### src/rtl/pe_array_pkg.sv
// Message layout shared by the weight-stationary PE array and its PEs.
// Row messages are {is_flush, is_weight, data}; column results are {is_flush, data}.
package pe_array_pkg;

  localparam int MSG_FLAG_BITS = 2;
  localparam int PP_FLAG_BITS  = 1;

  typedef enum logic [1:0] {
    KIND_ACT    = 2'd0,
    KIND_WEIGHT = 2'd1,
    KIND_FLUSH  = 2'd2
  } msgKind_t;

  function automatic int msgWidth(input int bitWidth);
    return bitWidth + MSG_FLAG_BITS;
  endfunction

  function automatic int ppMsgWidth(input int bitWidth);
    return bitWidth + PP_FLAG_BITS;
  endfunction

  function automatic int isFlushPos(input int bitWidth);
    return msgWidth(bitWidth) - 1;
  endfunction

  function automatic int isWeightPos(input int bitWidth);
    return msgWidth(bitWidth) - 2;
  endfunction

  // A flush wins over the weight flag, so a flush never reloads a weight.
  function automatic msgKind_t decodeKind(input logic isFlush, input logic isWeight);
    if (isFlush) begin
      return KIND_FLUSH;
    end
    if (isWeight) begin
      return KIND_WEIGHT;
    end
    return KIND_ACT;
  endfunction

endpackage

### src/rtl/processing_element.sv
// One weight-stationary PE: weight register, MAC, and one registered
// output stage toward the right (activations/weights) and one downward (psums).
module processing_element
  import pe_array_pkg::*;
#(
  parameter int BIT_WIDTH = 8
) (
  input  logic                              i_clk,
  input  logic                              i_rst,
  input  logic [msgWidth(BIT_WIDTH)-1:0]    i_left_msg,
  input  logic                              i_left_val,
  output logic                              o_left_rdy,
  input  logic [ppMsgWidth(BIT_WIDTH)-1:0]  i_up_msg,
  input  logic                              i_up_val,
  output logic                              o_up_rdy,
  output logic [msgWidth(BIT_WIDTH)-1:0]    o_right_msg,
  output logic                              o_right_val,
  input  logic                              i_right_rdy,
  output logic [ppMsgWidth(BIT_WIDTH)-1:0]  o_down_msg,
  output logic                              o_down_val,
  input  logic                              i_down_rdy
);

  localparam int MSG_WIDTH    = msgWidth(BIT_WIDTH);
  localparam int PP_MSG_WIDTH = ppMsgWidth(BIT_WIDTH);
  localparam int IS_FLUSH     = isFlushPos(BIT_WIDTH);
  localparam int IS_WEIGHT    = isWeightPos(BIT_WIDTH);

  msgKind_t                 w_kind;
  logic [BIT_WIDTH-1:0]     w_data;
  logic                     w_rightCanAccept;
  logic                     w_downCanAccept;
  logic                     w_fireWeight;
  logic                     w_fireCompute;
  logic [2*BIT_WIDTH-1:0]   w_prod;
  logic [BIT_WIDTH-1:0]     w_sum;
  logic                     w_unused;

  logic [BIT_WIDTH-1:0]     r_weight;
  logic [MSG_WIDTH-1:0]     r_rightMsg;
  logic                     r_rightVal;
  logic [PP_MSG_WIDTH-1:0]  r_downMsg;
  logic                     r_downVal;

  assign w_kind = decodeKind(i_left_msg[IS_FLUSH], i_left_msg[IS_WEIGHT]);
  assign w_data = i_left_msg[BIT_WIDTH-1:0];

  assign w_rightCanAccept = ~r_rightVal | i_right_rdy;
  assign w_downCanAccept  = ~r_downVal | i_down_rdy;

  // Weights only need room to the right; activations and flushes also
  // consume the psum from above and need room in both stages.
  assign o_left_rdy = (w_kind == KIND_WEIGHT) ? w_rightCanAccept
                    : (w_rightCanAccept & w_downCanAccept & i_up_val);
  assign o_up_rdy   = i_left_val & (w_kind != KIND_WEIGHT)
                    & w_rightCanAccept & w_downCanAccept;

  assign w_fireWeight  = i_left_val & (w_kind == KIND_WEIGHT) & w_rightCanAccept;
  assign w_fireCompute = i_left_val & i_up_val & (w_kind != KIND_WEIGHT)
                       & w_rightCanAccept & w_downCanAccept;

  assign w_prod = {{BIT_WIDTH{1'b0}}, w_data} * {{BIT_WIDTH{1'b0}}, r_weight};
  assign w_sum  = i_up_msg[BIT_WIDTH-1:0] + w_prod[BIT_WIDTH-1:0];

  assign w_unused = ^{i_up_msg[PP_MSG_WIDTH-1], w_prod[2*BIT_WIDTH-1:BIT_WIDTH]};

  always_ff @(posedge i_clk or negedge i_rst) begin
    if (!i_rst) begin
      r_weight   <= '0;
      r_rightMsg <= '0;
      r_rightVal <= 1'b0;
    end else if (w_fireWeight) begin
      r_weight   <= w_data;
      r_rightMsg <= {2'b01, r_weight};
      r_rightVal <= 1'b1;
    end else if (w_fireCompute) begin
      r_rightMsg <= i_left_msg;
      r_rightVal <= 1'b1;
    end else if (i_right_rdy) begin
      r_rightVal <= 1'b0;
    end
  end

  always_ff @(posedge i_clk or negedge i_rst) begin
    if (!i_rst) begin
      r_downMsg <= '0;
      r_downVal <= 1'b0;
    end else if (w_fireCompute) begin
      r_downMsg <= (w_kind == KIND_FLUSH) ? {1'b1, {BIT_WIDTH{1'b0}}}
                                          : {1'b0, w_sum};
      r_downVal <= 1'b1;
    end else if (i_down_rdy) begin
      r_downVal <= 1'b0;
    end
  end

  assign o_right_msg = r_rightMsg;
  assign o_right_val = r_rightVal;
  assign o_down_msg  = r_downMsg;
  assign o_down_val  = r_downVal;

endmodule

### src/rtl/processing_element_array.sv
// NUM_ROWS x NUM_COLS weight-stationary systolic grid: rows feed activations
// and weights from the left, bottom-row partial sums become column results.
module processing_element_array
  import pe_array_pkg::*;
#(
  parameter int NUM_ROWS  = 2,
  parameter int NUM_COLS  = 2,
  parameter int BIT_WIDTH = 8
) (
  input  logic                                           i_clk,
  input  logic                                           i_rst,
  input  logic [NUM_ROWS-1:0][msgWidth(BIT_WIDTH)-1:0]   i_msg_recv_msg,
  input  logic [NUM_ROWS-1:0]                            i_msg_recv_val,
  output logic [NUM_ROWS-1:0]                            o_msg_recv_rdy,
  output logic [NUM_COLS-1:0][ppMsgWidth(BIT_WIDTH)-1:0] o_prod_send_msg,
  output logic [NUM_COLS-1:0]                            o_prod_send_val,
  input  logic [NUM_COLS-1:0]                            i_prod_send_rdy
);

  localparam int MSG_WIDTH    = msgWidth(BIT_WIDTH);
  localparam int PP_MSG_WIDTH = ppMsgWidth(BIT_WIDTH);

  // Each PE owns its link wires; neighbours are reached by generate-scope
  // name so the ready chains never alias into one shared array variable.
  for (genvar r = 0; r < NUM_ROWS; r++) begin : g_row
    for (genvar c = 0; c < NUM_COLS; c++) begin : g_col
      logic [MSG_WIDTH-1:0]    w_leftMsg;
      logic                    w_leftVal;
      logic                    w_leftRdy;
      logic [PP_MSG_WIDTH-1:0] w_upMsg;
      logic                    w_upVal;
      logic                    w_upRdy;
      logic [MSG_WIDTH-1:0]    w_rightMsg;
      logic                    w_rightVal;
      logic                    w_rightRdy;
      logic [PP_MSG_WIDTH-1:0] w_downMsg;
      logic                    w_downVal;
      logic                    w_downRdy;

      if (c == 0) begin : g_leftEdge
        assign w_leftMsg = i_msg_recv_msg[r];
        assign w_leftVal = i_msg_recv_val[r];
        assign o_msg_recv_rdy[r] = w_leftRdy & i_rst;
      end else begin : g_leftLink
        assign w_leftMsg = g_col[c-1].w_rightMsg;
        assign w_leftVal = g_col[c-1].w_rightVal;
      end

      if (c == NUM_COLS - 1) begin : g_rightEdge
        logic w_unusedRight;
        assign w_rightRdy    = 1'b1;
        assign w_unusedRight = ^{w_rightMsg, w_rightVal};
      end else begin : g_rightLink
        assign w_rightRdy = g_col[c+1].w_leftRdy;
      end

      if (r == 0) begin : g_topEdge
        logic w_unusedUp;
        assign w_upMsg    = '0;
        assign w_upVal    = 1'b1;
        assign w_unusedUp = w_upRdy;
      end else begin : g_upLink
        assign w_upMsg = g_row[r-1].g_col[c].w_downMsg;
        assign w_upVal = g_row[r-1].g_col[c].w_downVal;
      end

      if (r == NUM_ROWS - 1) begin : g_bottomEdge
        assign w_downRdy = i_prod_send_rdy[c];
      end else begin : g_downLink
        assign w_downRdy = g_row[r+1].g_col[c].w_upRdy;
      end

      processing_element #(
        .BIT_WIDTH (BIT_WIDTH)
      ) u_pe (
        .i_clk       (i_clk),
        .i_rst       (i_rst),
        .i_left_msg  (w_leftMsg),
        .i_left_val  (w_leftVal),
        .o_left_rdy  (w_leftRdy),
        .i_up_msg    (w_upMsg),
        .i_up_val    (w_upVal),
        .o_up_rdy    (w_upRdy),
        .o_right_msg (w_rightMsg),
        .o_right_val (w_rightVal),
        .i_right_rdy (w_rightRdy),
        .o_down_msg  (w_downMsg),
        .o_down_val  (w_downVal),
        .i_down_rdy  (w_downRdy)
      );
    end
  end

  for (genvar c = 0; c < NUM_COLS; c++) begin : g_out
    assign o_prod_send_msg[c] = g_row[NUM_ROWS-1].g_col[c].w_downMsg;
    assign o_prod_send_val[c] = g_row[NUM_ROWS-1].g_col[c].w_downVal;
  end

endmodule

### config.mk
export PLATFORM = sky130hd
export DESIGN_NAME = processing_element_array
export DESIGN_NICKNAME = d
export VERILOG_FILES = /design/src/rtl/pe_array_pkg.sv /design/src/rtl/processing_element.sv /design/src/rtl/processing_element_array.sv
export SDC_FILE = /design/constraint.sdc
export NUM_CORES = 1
export LEC_CHECK = 0
export CAP_MARGIN = 15
export CORE_ASPECT_RATIO = 0.9
export CORE_UTILIZATION = 23
export CTS_BUF_LIST = sky130_fd_sc_hd__clkbuf_8
export DETAILED_ROUTE_END_ITERATION = 6
export SLEW_MARGIN = 30
export SYNTH_ARGS = -nofsm -noshare
export SYNTH_HDL_FRONTEND = slang
export SYNTH_SLANG_ARGS = --single-unit
export TNS_END_PERCENT = 5
### constraint.sdc
create_clock -name i_clk -period 4 [get_ports i_clk]
set_input_delay 0.8 -clock i_clk [delete_from_list [all_inputs] [get_ports i_clk]]
set_output_delay 0.8 -clock i_clk [all_outputs]
set_load 0.005 [all_outputs]
Yosys cells after proc, flatten, opt, wreduce, memory -nomap -nowiden
Index checks and enable logic that the tools add are counted.
- $add $sub $neg: 2
- reduce and logical (&&, ||, !) cells: 8
- bitwise operators: 41
- equality and inequality tests: 12
- multipliers: 4
- multiplexer cells: 54
- operators by type and width (kind ; count):
    10-bit two-way mux ; 4
    8-bit by 8-bit multiplier with 8-bit output ; 4
    2-bit two-way mux ; 16
    1-bit two-way mux ; 30
    1-bit bitwise AND ; 29
    9-bit two-way mux ; 2
    8-bit adder ; 2
    8-bit two-way mux ; 2
    2-bit nonzero test ; 6
    2-bit by 1-bit == test with 1-bit output, second input constant ; 4
    2-bit == test, second input constant ; 4
    2-bit by 1-bit inequality test with 1-bit output, second input constant ; 4
    1-bit NOT ; 6
    1-bit bitwise OR ; 6
    3-bit nonzero test ; 2
- output and inout port bits: 22
- register bits: 92

Longest topological paths before layout
Gate-level depths: netlist of the first run.
- word-level depth: 14
- depth in mapped cells: 16

Hierarchy
A second synthesis of the first run with hierarchy kept.
- cells, all modules: 962
- area total of the unflattened synthesis: 9306.4 um^2
- modules (own cells, without submodules) (module ; area an instance (um^2) ; sequential area each (um^2) ; instances ; cells an instance):
    processing_element (g_row[0].g_col[0].u_pe ...) ; 2318.5 ; 725.7 ; 3 ; 239
    processing_element (g_row[1].g_col[1].u_pe) ; 2316.0 ; 725.7 ; 1 ; 239
    processing_element_array ; 35.0 ; 0.0 ; 1 ; 6

Worst setup path after synthesis of the first run
Ideal clock, no wire load.
- path type: input to register
- start point: input i_msg_recv_msg[13] in the netlist's numbering
- end point: register g_row[1].g_col[0].u_pe.r_downMsg[7]
- library setup time: 0.095 ns
- slack: -0.421 ns
- buffers on the path: 0
- arrival time: 4.325 ns
- data required time: 3.905 ns
- cell stages on the path: 15
- path through: nand2_1 > fa_1 > inv_1 > ha_1 > ha_1 > inv_1 > fa_1 > inv_1 > ha_1 > fa_1 > a21o_1 > a21oi_1 > xnor3_1 > xnor3_1 > o31ai_1
- longest elaborated chain between the ends: 3
- RTL lines (what ; line ; text):
    start: declaration ; processing_element_array.sv:12 ; input logic [NUM_ROWS-1:0][msgWidth(BIT_WIDTH)-1:0] i_msg_recv_msg,
    8-bit by 8-bit multiplier with 8-bit output ; processing_element.sv:62 ; assign w_prod = {{BIT_WIDTH{1'b0}}, w_data} * {{BIT_WIDTH{1'b0}}, r_weight};
    8-bit adder ; processing_element.sv:63 ; assign w_sum = i_up_msg[BIT_WIDTH-1:0] + w_prod[BIT_WIDTH-1:0];
    9-bit two-way mux ; processing_element.sv:89 ; r_downMsg <= (w_kind == KIND_FLUSH) ? {1'b1, {BIT_WIDTH{1'b0}}}
    end signal: assignment ; processing_element.sv:89 ;
    end: declaration ; processing_element.sv:42 ; logic [PP_MSG_WIDTH-1:0] r_downMsg;
Every way passes these cells.
A chain may end at the register's enable or synchronous reset.

Final worst setup path of the first run
- start point: input i_msg_recv_msg[15] in the netlist's numbering
- end point: register g_row[1].g_col[0].u_pe.r_downMsg[7]
Same word-level chain as after synthesis.

==> flow_summary.ini, run 1 <==
[yosys]
synth_nets = 944
synth_fa_ha_area_share_pct = 25.96
synth_compound_area_share_pct = 7.340
synth-edff-count = 0
synth.area.top_cells = dfrtp_1, fa_1, ha_1
yosysSeqAreaShare_pct = 29.49
synth_xor_area_share_pct = 8.205
synth_warnings = 0
synth_top_family_by_area = adder cells
yosys.area_share.simple_pct = 14.33
synth.distinct_cells = 48
yosysTopAreaCell = dfrtp_1
synth.mux.area_fraction_pct = 6.859
synth_area_um2 = 7807
async_flop_share_pct = 100.0
syn-mean-instance-area_um2 = 9.858
syn_inst = 792
synth_seq_cells = 92
yosysTopAreaCellShare_pct = 29.49
synthFlopType = dfrtp_1

[place]
dp.cells = 1334
io_buffers = 47
placed_area_um2 = 9226
hpwlAfterDp_um = 14000
gp_congestion = 0.8303

[run_status]
status = completed

[clock_tree]
postCtsHoldBufs = 0
cts_tree = done
cts_sinks = 92
cts_root_buffer = clkbuf_8
cts_max_path_buffers = 2
htreeDepth = 3
clk_pin_slew_ns = 0.11
clk_latency_ns = 0.39
cts_buffers = 9

[layout]
fillers = 3488
fin_cells = 1351
fin_area_um2 = 9515
drive_above_1_share_pct = 17.52
area_growth_pct = 21.88
nets = 1043
diodes = 0

[route]
wire_per_inst_um = 12.64
ant_nets = 0
vias = 5368
first_pass_iters = 4
viasPerCell = 3.973
wirelength_um = 17080
drc_errors = 0
drt-initial-drc-count = 171

[sta]
layout_worst_path_cycle_share_pct = 99.49
fmax_mhz = 251.3
slew_viol_final = 0
max_slew_margin_pct = 48.01
hold_viol = 0
clock_skew_ns = 0.02042
min_period_ns = 3.980
worstMarginPinSlew_ns = 0.7775
setup_viol = 0
rsz0062_at_grt = yes

[setup_path]
ff2ff_setup_slack_ns = 0.11
reg2reg_depth = 13
cp_data_required_time_ns = 4.29
path_buf_inv = 3
r2r_end = g_row[1].g_col[1].u_pe.o_down_msg[7]
cp.arrival_ns = 4.27
cpLargestDelayFamily = adder cells
crit_top_cell = fa_1
slowest_delay_ns = 0.51
worstPathMaxFanout = 3
r2r_start = g_row[1].g_col[1].u_pe.r_weight[0]
slowest_stage = fa_1
critical_path_class = input port to flip-flop
crit_chain = clkdlybuf4s15_2 > nand2_1 > fa_1 > inv_1 > fa_1 > inv_1 > fa_1 > fa_1 > xnor2_2 > xnor2_1 > xnor2_1 > xnor3_1 > o31ai_2
endpoint_kind = flip-flop
startpoint_type = input port

[global_route]
grt_util_all_layers_pct = 10.39
antenna_found_initial = 0
grt_overflow = 0
grt_max_degree = 39
grt_pass1_vias = 5730
grt_pass1_wl_um = 28720

[die]
start_util_pct = 23.53
core-area_um2 = 33190
die_w_um = 196.2
ios = 48
dieArea_um2 = 34690
rows = 63
die-height_um = 176.8

[min_path]
hold_path.class = input port to asynchronous set/reset pin

[power]
leakagePower_nw = 4.664
peakVddDrop_v = 0.0004061
power_density_nw_per_um2 = 900.5

[job]
cap_violations = 0
## metrics by stage
stage	setup slack [ns]	hold slack (ns)	power (W)	util [%]	setup TNS, ns
after floorplan	-0.08265	0.4473	0.005998	-	-0.1159
after global routing	-0.1210	0.3298	0.009610	28.67	-0.1635
after CTS	-0.1263	0.3130	0.008606	28.57	-0.1263
final	0.02023	0.3232	0.008568	28.67	0
after detailed placement	-0.7636	0.4681	0.007785	27.80	-3.074
after global placement	-0.7022	0.4647	0.007653	27.80	-2.699
## metal layers
layer  vias up  GRT usage [%]  part of all wire (%)
li1       2699              -                     -
met3         9          1.810                   2.6
met2        56          18.16                    48
met5         -              0                     0
met1      2604          13.64                    49
met4         0          1.465                  0.57
## placed cells by master, fill, tap and decap left out, types with 3 or more instances in the layout
cell and n:
xor2_1 12, and2_1 65, nor2b_1 4, o31ai_1 9
nand2_2 5, a21o_1 8, a31oi_1 9, clkdlybuf4s15_2 3
nand2_1 131, clkbuf_2 3, buf_6 3, ha_1 60
clkdlybuf4s50_1 34, a21oi_1 7, o21ai_0 26, ha_4 5
xnor3_1 9, o2bb2ai_1 8, xnor2_1 37, fa_2 4
dfrtp_1 90, a21oi_2 3, mux2_2 36, inv_1 128
clkbuf_8 10, nand2b_1 11, and2_4 3, buf_4 60
fa_1 56, mux2i_1 13, dlygate4sd2_1 3
## layout make-up
cell class / instances / area [um^2] / area share [%]
multi-input combinational: 548 / 5014 / 52.69
clock buffer: 10 / 137.6 / 1.446
tap: 455 / 569.3 / 5.983
clock inverter: 6 / 55.05 / 0.5786
inverter: 130 / 488.0 / 5.128
timing repair buffer: 110 / 947.2 / 9.954
sequential: 92 / 2305 / 24.22
## sequential cells by signal (all words and copies together), names as in the netlist
name	flops
g_row.g_col.u_pe.o_down_msg	34
g_row.g_col.u_pe.o_down_val	4
g_row.g_col.u_pe.o_right_msg	20
g_row.g_col.u_pe.o_right_val	2
g_row.g_col.u_pe.r_weight	32
## cell usage after synthesis (2+ instances only)
library cell    n
and2_1         68
xnor2_1        38
ha_1           66
o21ai_1         2
o21ai_0        26
mux2i_1        13
clkbuf_1       12
o31ai_1        10
nand2b_1       11
clkbuf_2        2
dfrtp_1        92
xnor3_1         9
buf_4           5
nor2b_1         4
fa_1           60
o2bb2ai_1       8
inv_1         129
a21o_1          8
xor2_1         12
a31oi_1         9
o211ai_1        2
nand2_1       136
mux2_2         36
a21oi_1        10
## repair_timing
action	4_1_cts	5_1_grt
buffers inserted	1	0
endpoints found under the setup margin	5	4
pin swaps	13	21
resized for setup	31	21
hold endpoints to repair	0	0
## worst reg2reg max path, stage by stage (launching register included)
cell     delay, ns
dfrtp_2       0.46
nand2_2       0.09
fa_1          0.50
inv_1         0.05
fa_1          0.50
inv_1         0.05
fa_1          0.46
fa_1          0.54
inv_1         0.04
ha_1          0.31
a21oi_2       0.15
xnor3_1       0.23
xnor3_1       0.19
o31ai_1       0.23
## power breakdown
| group | internal [W] | leakage [nW] | switching [W] |
|---|---|---|---|
| sequential | 0.00133 | 1.15 | 0.000399 |
| clock | 0.000255 | 0.0929 | 0.000374 |
| combinational | 0.00326 | 3.42 | 0.00296 |
| total | 0.00484 | 4.66 | 0.00373 |
## how the worst max path moves through the flow
stage	startpoint	to	slack, ns	depth (start not counted)
after CTS	i_msg_recv_msg[13]	g_row[1].g_col[0].u_pe.o_down_msg[7]	-0.13	15
after floorplan	i_msg_recv_msg[14]	g_row[1].g_col[0].u_pe.o_down_msg[7]	-0.08	14
after global placement	i_msg_recv_msg[13]	g_row[1].g_col[0].u_pe.o_down_msg[7]	-0.70	15
after global routing	i_msg_recv_msg[13]	g_row[1].g_col[0].u_pe.o_down_msg[7]	-0.12	14
after detailed placement	i_msg_recv_msg[1]	g_row[0].g_col[0].u_pe.o_down_msg[7]	-0.76	14
final	i_msg_recv_msg[15]	g_row[1].g_col[0].u_pe.o_down_msg[7]	0.02	13
## logic make-up after synthesis
| group | count (synthesis) |
|---|---|
| adder cells (fa/ha/maj) | 126 |
| flip-flops | 92 |
| multiplexers | 49 |
| AO/OA/AOI/OAI | 84 |
| XOR/XNOR | 59 |
| AND/OR/NAND/NOR | 230 |
| buffers and inverters | 152 |
(Power assumes the default switching activity.)
==> run 2: changes to the inputs <==
--- a/config.mk
+++ b/config.mk
@@ -10,8 +10,10 @@
 export CORE_UTILIZATION = 23
 export CTS_BUF_LIST = sky130_fd_sc_hd__clkbuf_8
 export DETAILED_ROUTE_END_ITERATION = 6
+export RECOVER_POWER = 100
 export SLEW_MARGIN = 30
 export SYNTH_ARGS = -nofsm -noshare
 export SYNTH_HDL_FRONTEND = slang
+export SYNTH_HIERARCHICAL = 1
 export SYNTH_SLANG_ARGS = --single-unit
 export TNS_END_PERCENT = 5
==> run 2 against run 1 <==
First-iteration DRC count up 32%. Global-route usage about the same. Critical endpoint is now g_row[0].g_col[1].u_pe/o_down_msg[7]. Sequential cell count rose by 2. Sequential share of layout area fell by 1.2 points. The run now ends with negative setup slack left. Clock-buffer cell count down 1. Critical path depth grew 1.
==> flow_summary.ini, run 2 <==
[yosys]
synth_area_um2 = 8356
syn-mean-instance-area_um2 = 9.538
synth_warnings = 6
syn_inst = 876

[global_route]
grt_max_degree = 66
grtUsageMet1_pct = 14.68
grt_pass1_vias = 6135
grt_pass1_wl_um = 30840
grt-busiest-layer = met2
antenna_found_initial = 0
met3_usage_pct = 1.919
grt_util_all_layers_pct = 10.41
grt_overflow = 0
met2_usage_pct = 16.40

[layout]
final_cell_mix = inv_1, nand2_1, dfrtp_1, buf_4, fa_1
fillers = 3741
largest_reg_flops = 34
multiInputGateArea_um2 = 5451
fin_cells = 1486
seqCellArea_um2 = 2357
drive_above_1_share_pct = 18.09
nets = 1179
diodes = 0
final_common_cell = inv_1
area_growth_pct = 22.58

[clock_tree]
cts_sinks = 94
cts_root_buffer = clkbuf_8
cts_tree = done
cts_max_path_buffers = 2
htreeDepth = 3
cts_buffers = 9
clk_latency_ns = 0.39
clk_pin_slew_ns = 0.10
postCtsHoldBufs = 0

[die]
die_w_um = 202.9
dieArea_um2 = 37100
rows = 65
die-height_um = 182.8
core-area_um2 = 35380
start_util_pct = 23.62
ios = 48

[setup_path]
reg2reg_depth = 14
critical_path_class = flip-flop to flip-flop
r2r_start = g_row[0].g_col[1].u_pe/r_weight[1]
startpoint_type = flip-flop
worstPathMaxFanout = 3
endpoint_kind = flip-flop
ff2ff_setup_slack_ns = -0.07
r2r_end = g_row[0].g_col[1].u_pe/o_down_msg[7]
cp_data_required_time_ns = 4.29
cp.arrival_ns = 4.36

[min_path]
hold_path.class = input port to asynchronous set/reset pin

[place]
hpwlAfterDp_um = 14770
dp.cells = 1465
pre_cts_ws_ns = -0.8192
io_buffers = 47
gp_congestion = 0.8144

[sta]
worstMarginPinSlew_ns = 1.417
min_period_ns = 4.070
slew_viol_final = 0
max_slew_margin_pct = 5.516
hold_viol = 0
setup_viol = 1
clock_skew_ns = 0.01285
layout_worst_path_cycle_share_pct = 101.8
rsz0062_at_grt = yes
fmax_mhz = 245.7
timing.final.ws_setup_ns = -0.07014

[route]
ant_nets = 0
wire_per_inst_um = 12.12
drt-initial-drc-count = 225
first_pass_iters = 7
wirelength_um = 18000
vias = 5936
viasPerCell = 3.995
drc_errors = 0

[job]
cap_violations = 0

[run_status]
violations = negative setup slack
status = finished, violations left
## run 2: worst max-delay path by stage
stage	from	to	slack [ns]
floorplan	i_msg_recv_msg[16]	g_row[1].g_col[0].u_pe/o_down_msg[7]	-0.04
global placement	i_msg_recv_msg[12]	g_row[1].g_col[0].u_pe/o_down_msg[7]	-0.72
detailed placement	i_msg_recv_msg[12]	g_row[1].g_col[0].u_pe/o_down_msg[7]	-0.82
CTS	g_row[1].g_col[0].u_pe/r_weight[1]	g_row[1].g_col[0].u_pe/o_down_msg[7]	-0.21
global route	g_row[0].g_col[1].u_pe/r_weight[1]	g_row[0].g_col[1].u_pe/o_down_msg[7]	-0.22
finish	g_row[0].g_col[1].u_pe/r_weight[1]	g_row[0].g_col[1].u_pe/o_down_msg[7]	-0.07
## run 2: worst max-delay path: stages, from the launching register on
cell and delay [ns]:
dfrtp_1 0.44, nand2_2 0.09, fa_1 0.61, inv_2 0.05
fa_1 0.44, ha_1 0.28, inv_1 0.05, fa_1 0.49
inv_2 0.05, fa_2 0.36, a21o_1 0.17, a21oi_2 0.13
xnor3_1 0.24, xnor3_1 0.24, o41ai_2 0.34
## run 2: area by class of cell
class                           count  share of cell area (%)
Multi-Input combinational cell    618                   53.23
Inverter                          156                   5.717
Timing Repair Buffer              134                   10.42
Clock inverter                      6                  0.6841
Sequential cell                    94                   23.01
Clock buffer                        9                   1.209
Tap cell                          469                   5.729
## run 2: repair_timing
action	in CTS	in global routing
resized for setup	53	14
cloned	0	0
pin swaps	29	23
buffers inserted	4	2
endpoints found under the setup margin	8	4
## run 2: stage by stage
stage	hold WS, ns	TNS, ns	util [%]	cell area [um^2]
CTS	0.2311	-0.5219	28.91	10230
finish	0.4582	-0.07014	28.95	10240
floorplan	0.4676	-0.1093	-	8486
detailed placement	0.4885	-4.191	28.22	9983
global placement	0.4851	-3.479	28.22	9983
global route	0.4880	-0.5761	28.95	10240
## run 2: metal layers
| metal | part of all wire, % | wire, um |
|---|---|---|
| met1 | 50 | 9020 |
| met2 | 46 | 8320 |
| met3 | 2.7 | 489 |
| met4 | 0.96 | 172 |
| met5 | 0 | 0 |
Power of run 2 is left out: the tool's default activity adds up to more than one toggle a clock period on the data nets, which glitch-free logic cannot reach.
